`src/rtl/mem_arbiter.sv`:
```
// Two-requester round-robin arbiter for a single shared memory port.
// Each access is IDLE -> ACCESS (LAT cycles) -> DONE, then back to IDLE.
module mem_arbiter #(
  parameter int LAT = 1
) (
  input  logic        clk,
  input  logic        rst,
  input  logic        m0_req,
  input  logic        m0_we,
  input  logic [31:0] m0_addr,
  input  logic [31:0] m0_wdata,
  input  logic [3:0]  m0_wstrb,
  output logic        m0_gnt,
  output logic        m0_done,
  output logic [31:0] m0_rdata,
  input  logic        m1_req,
  input  logic        m1_we,
  input  logic [31:0] m1_addr,
  input  logic [31:0] m1_wdata,
  input  logic [3:0]  m1_wstrb,
  output logic        m1_gnt,
  output logic        m1_done,
  output logic [31:0] m1_rdata,
  output logic        mem_read,
  output logic        mem_write,
  output logic [31:0] mem_addr,
  output logic [31:0] mem_wdata,
  output logic [3:0]  mem_wstrb,
  input  logic [31:0] mem_rdata
);

  typedef enum logic [1:0] {IDLE, ACCESS, DONE} state_t;

  localparam logic [3:0] LAT_M1 = 4'(LAT - 1);

  state_t      r_state;
  logic [3:0]  r_cnt;
  logic        r_last;
  logic        r_id;
  logic        r_we;
  logic [31:0] r_addr;
  logic [31:0] r_wdata;
  logic [3:0]  r_wstrb;
  logic [31:0] r_rdata;

  logic w_any;
  logic w_win;
  logic w_access;
  logic w_first;
  logic w_done;

  // On a tie the requester that did not win last time takes the port.
  always_comb begin
    w_any = m0_req | m1_req;
    w_win = (m0_req && m1_req) ? ~r_last : m1_req;
  end

  always_ff @(posedge clk) begin
    if (rst) begin
      r_state <= IDLE;
      r_cnt   <= 4'd0;
      r_last  <= 1'b1;
      r_id    <= 1'b0;
      r_rdata <= 32'd0;
    end else begin
      case (r_state)
        IDLE: begin
          if (w_any) begin
            r_state <= ACCESS;
            r_cnt   <= LAT_M1;
            r_last  <= w_win;
            r_id    <= w_win;
          end
        end
        ACCESS: begin
          if (r_cnt == 4'd0) begin
            r_state <= DONE;
            r_rdata <= r_we ? 32'd0 : mem_rdata;
          end else begin
            r_cnt <= r_cnt - 4'd1;
          end
        end
        DONE:    r_state <= IDLE;
        default: r_state <= IDLE;
      endcase
    end
  end

  // Payload is only ever observed through ACCESS-gated outputs, so it needs no reset.
  always_ff @(posedge clk) begin
    if (r_state == IDLE && w_any) begin
      r_we    <= w_win ? m1_we    : m0_we;
      r_addr  <= w_win ? m1_addr  : m0_addr;
      r_wdata <= w_win ? m1_wdata : m0_wdata;
      r_wstrb <= w_win ? m1_wstrb : m0_wstrb;
    end
  end

  always_comb begin
    w_access  = (r_state == ACCESS);
    w_first   = w_access && (r_cnt == LAT_M1);
    w_done    = (r_state == DONE);
    m0_gnt    = w_first && !r_id;
    m1_gnt    = w_first &&  r_id;
    m0_done   = w_done  && !r_id;
    m1_done   = w_done  &&  r_id;
    m0_rdata  = (w_done && !r_id) ? r_rdata : 32'd0;
    m1_rdata  = (w_done &&  r_id) ? r_rdata : 32'd0;
    mem_read  = w_access && !r_we;
    mem_write = w_access &&  r_we;
    mem_addr  = w_access ? r_addr  : 32'd0;
    mem_wdata = w_access ? r_wdata : 32'd0;
    mem_wstrb = w_access ? r_wstrb : 4'd0;
  end

endmodule

```
`config.mk`:
```
export PLATFORM = sky130hd
export DESIGN_NAME = mem_arbiter
export DESIGN_NICKNAME = d
export VERILOG_FILES = /design/src/rtl/mem_arbiter.sv
export SDC_FILE = /design/constraint.sdc
export NUM_CORES = 1
export LEC_CHECK = 0
export ABC_CLOCK_PERIOD_IN_PS = 5600
export CAP_MARGIN = 20
export CORE_MARGIN = 2
export CORE_UTILIZATION = 30
export DETAILED_ROUTE_END_ITERATION = 8
export PLACE_DENSITY = 0.61
export SYNTH_ARGS = -nofsm -noshare
export SYNTH_HDL_FRONTEND = slang
export SYNTH_SLANG_ARGS = --single-unit
```
`constraint.sdc`:
```
create_clock -name clk -period 5.6 [get_ports clk]
set_input_delay 1.12 -clock clk [delete_from_list [all_inputs] [get_ports clk]]
set_output_delay 1.12 -clock clk [all_outputs]
set_load 0.05 [all_outputs]
```
==> results.py <==
metrics = {
    "clock_tree": {
        "max-clock-path-buffers": 2,
        "cts_sinks": 109,
        "cts_tree": "done",
        "cts_setup_buffers": 0,
        "htree_levels": 3,
        "cts-buffers-inserted": 9,
        "root_buffer": "clkbuf_16",
        "post_cts_resized": 0,
        "clk_pin_slew_ns": 0.07,
        "cts_hold_buf": 0,
        "insertion_delay_ns": 0.35,
    },
    "critical_path": {
        "critPathKind": "flip-flop to output port",
        "cp-end-kind": "output port",
        "slowest_delay_ns": 0.84,
        "crit_path_top_delay_cell": "clkdlybuf4s50_1",
        "cp_top_family": "simple AND/OR/NAND/NOR gates",
        "cp_cell_sequence": "inv_1 -> ha_1 -> or3b_2 -> nor3_1 -> clkdlybuf4s50_1",
        "required_ns": 4.48,
        "crit_buf_inv": 2,
        "worstSetupStartpointType": "flip-flop",
        "crit_path_max_fanout": 35,
        "arrival_ns": 2.77,
    },
    "cells_and_area": {
        "final_core_util": 0.507,
        "nNetsFinal": 953,
        "syn2layout_area_growth_pct": 65.5,
        "mostFrequentLayoutCell": "clkdlybuf4s50_1",
        "diodes": 0,
        "n_fill_cell": 1616,
        "fin_cells": 1011,
        "drive_gt1_frac": 0.121,
        "mostFrequentLayoutCells": "clkdlybuf4s50_1, and2_1, mux2_2, edfxtp_1, dfxtp_1",
    },
    "grt": {
        "grt_overflow_total": 0,
        "first_global_vias": 4798,
        "grt_pass1_wl_mm": 25.9,
        "track_usage": 0.169,
        "grt_max_degree": 64,
        "antenna_found_initial": 0,
    },
    "sta": {
        "period_share": 0.695,
        "whs_ns": 0.487,
        "rsz0062_at_grt": "false",
        "hold_viol_final": 0,
        "slew_headroom": 0.393,
        "slew_violations": 0,
        "fin_crit_ns": 3.89,
        "finalSetupTns_ns": 0,
        "setup_viol": 0,
        "clock-skew-final_ns": 0.00694,
        "fmaxAchievable_ghz": 0.257,
        "tightest_slew_ns": 0.908,
    },
    "yosys": {
        "syn_area_um2": 5520,
        "post_synth_inst_count": 490,
        "synth_xor_area_frac": 0,
        "yosysSeqAreaShare": 0.521,
        "synth-seq-cells": 109,
        "avgSynthCellArea_um2": 11.3,
        "synth_top_family_by_area": "simple AND/OR/NAND/NOR gates",
        "synth_top_area_cell": "edfxtp_1",
        "synthAdderAreaFrac": 0.00454,
        "syn_nets": 666,
        "ys_types": 30,
        "synth_compound_area_frac": 0.0735,
        "synth_area_leaders": "edfxtp_1, and2_1, dfxtp_1, mux2_2, nand4b_1",
        "yosysTopAreaCellShare": 0.376,
        "yosys.area_share.simple": 0.225,
        "synthMuxAreaShare": 0.141,
        "yosys_warnings": 0,
    },
    "detailed_routing": {
        "ant_nets": 0,
        "vias": 4782,
        "wl_mm": 16.6,
        "routedWlPerCell_um": 16.4,
        "viasPerCell": 4.73,
        "dr.pass1.iters": 4,
        "route.detailed.drc": 0,
        "drt-initial-drc-count": 161,
    },
    "placement": {
        "hpwl_mm": 12.4,
        "placed_cells": 995,
        "numPortBuffers": 311,
        "place.gp.congestion": 0.793,
    },
    "hold_path": {
        "hp-class": "flip-flop to flip-flop",
    },
    "die": {
        "initial_core_util": 0.306,
        "die_area_um2": 19500,
        "die-width_um": 140,
        "core_area_um2": 18000,
        "row_count": 49,
        "die_y_um": 140,
        "ios": 312,
    },
    "run": {
        "drv_cap": 0,
    },
    "status": {
        "status": "completed",
    },
    "power": {
        "powerDensity_nw_per_um2": 236,
        "ir_worst_vdd_v": 0.000130,
        "p_leak_nw": 3.18,
    },
}
-- state kept, by name (all words and copies together) (netlist names) --
register	count
r_addr	32
r_cnt	4
r_id	1
r_last	1
r_rdata	32
r_state	2
r_wdata	32
r_we	1
r_wstrb	4
-- per-layer routing --
| layer | vias to the layer above | routed length, um | track usage |
|---|---|---|---|
| met2 | 235 | 8010 | 0.286 |
| met4 | 0 | 342 | 0.0621 |
| met3 | 21 | 1520 | 0.0537 |
| met5 | - | 0 | 0 |
| li1 | 2313 | - | - |
| met1 | 2213 | 6690 | 0.201 |
-- logic make-up after synthesis --
family          after synthesis
flops                       109
buf+inv                      47
mux                          69
simple gates                186
compound gates               77
fa+ha+maj                     2
-- metrics by stage --
step	cell area [um^2]	power (W)	worst slack [ns]
finish	9130	0.00215	1.71
global route	9130	0.00224	1.50
CTS	9130	0.00218	1.66
detailed placement	8850	0.00156	2.04
global placement	8850	0.00155	2.04
floorplan	5520	0.00130	0.904
-- synth_stat cells --
library cell / n
a211oi_1: 3
a21boi_2: 1
a21oi_1: 34
and2_1: 133
and3_1: 1
and3b_1: 1
buf_2: 13
buf_4: 1
clkbuf_1: 29
dfxtp_1: 40
edfxtp_1: 69
ha_1: 2
inv_1: 4
mux2_2: 69
nand2b_1: 1
nand3_1: 2
nand4b_1: 32
nor2_1: 4
nor2b_1: 1
nor3_1: 2
nor3b_1: 2
o21a_1: 1
o21ai_0: 34
o21ai_1: 3
o221ai_1: 1
or2_2: 1
or3_1: 2
or3b_1: 1
or3b_2: 1
or4_1: 2
-- final timing paths --
path	from	end	slack, ns	cells after the start
max reg2reg	r_last	r_addr[26]	3.42	3
min reg2reg	r_rdata[12]	r_rdata[12]	0.49	2
min	r_rdata[12]	r_rdata[12]	0.49	2
max	r_cnt[0]	m0_gnt	1.71	5
-- worst register-to-register path: cells and delay by family, from the launching register on --
kind            cells  cell delay [ns]
buf+inv             1             0.45
mux                 1             0.41
flops               1             0.34
compound gates      1             0.73
-- power by group --
part	internal [W]	switching (W)	leakage, nW
Clock	0.000346	0.000274	0.135
Combinational	0.000266	0.000292	2.05
Sequential	0.000945	0.0000307	1.00
Total	0.00156	0.000597	3.18
-- layout make-up --
type / instances / area, um^2 / area share
Timing Repair Buffer: 319 / 3200 / 0.350
Sequential cell: 109 / 2870 / 0.315
Multi-Input combinational cell: 334 / 2480 / 0.272
Tap cell: 229 / 287 / 0.0314
Clock buffer: 13 / 240 / 0.0263
Clock inverter: 3 / 38.8 / 0.00425
Inverter: 4 / 15.0 / 0.00164
Power figures use the tool's default switching activity.
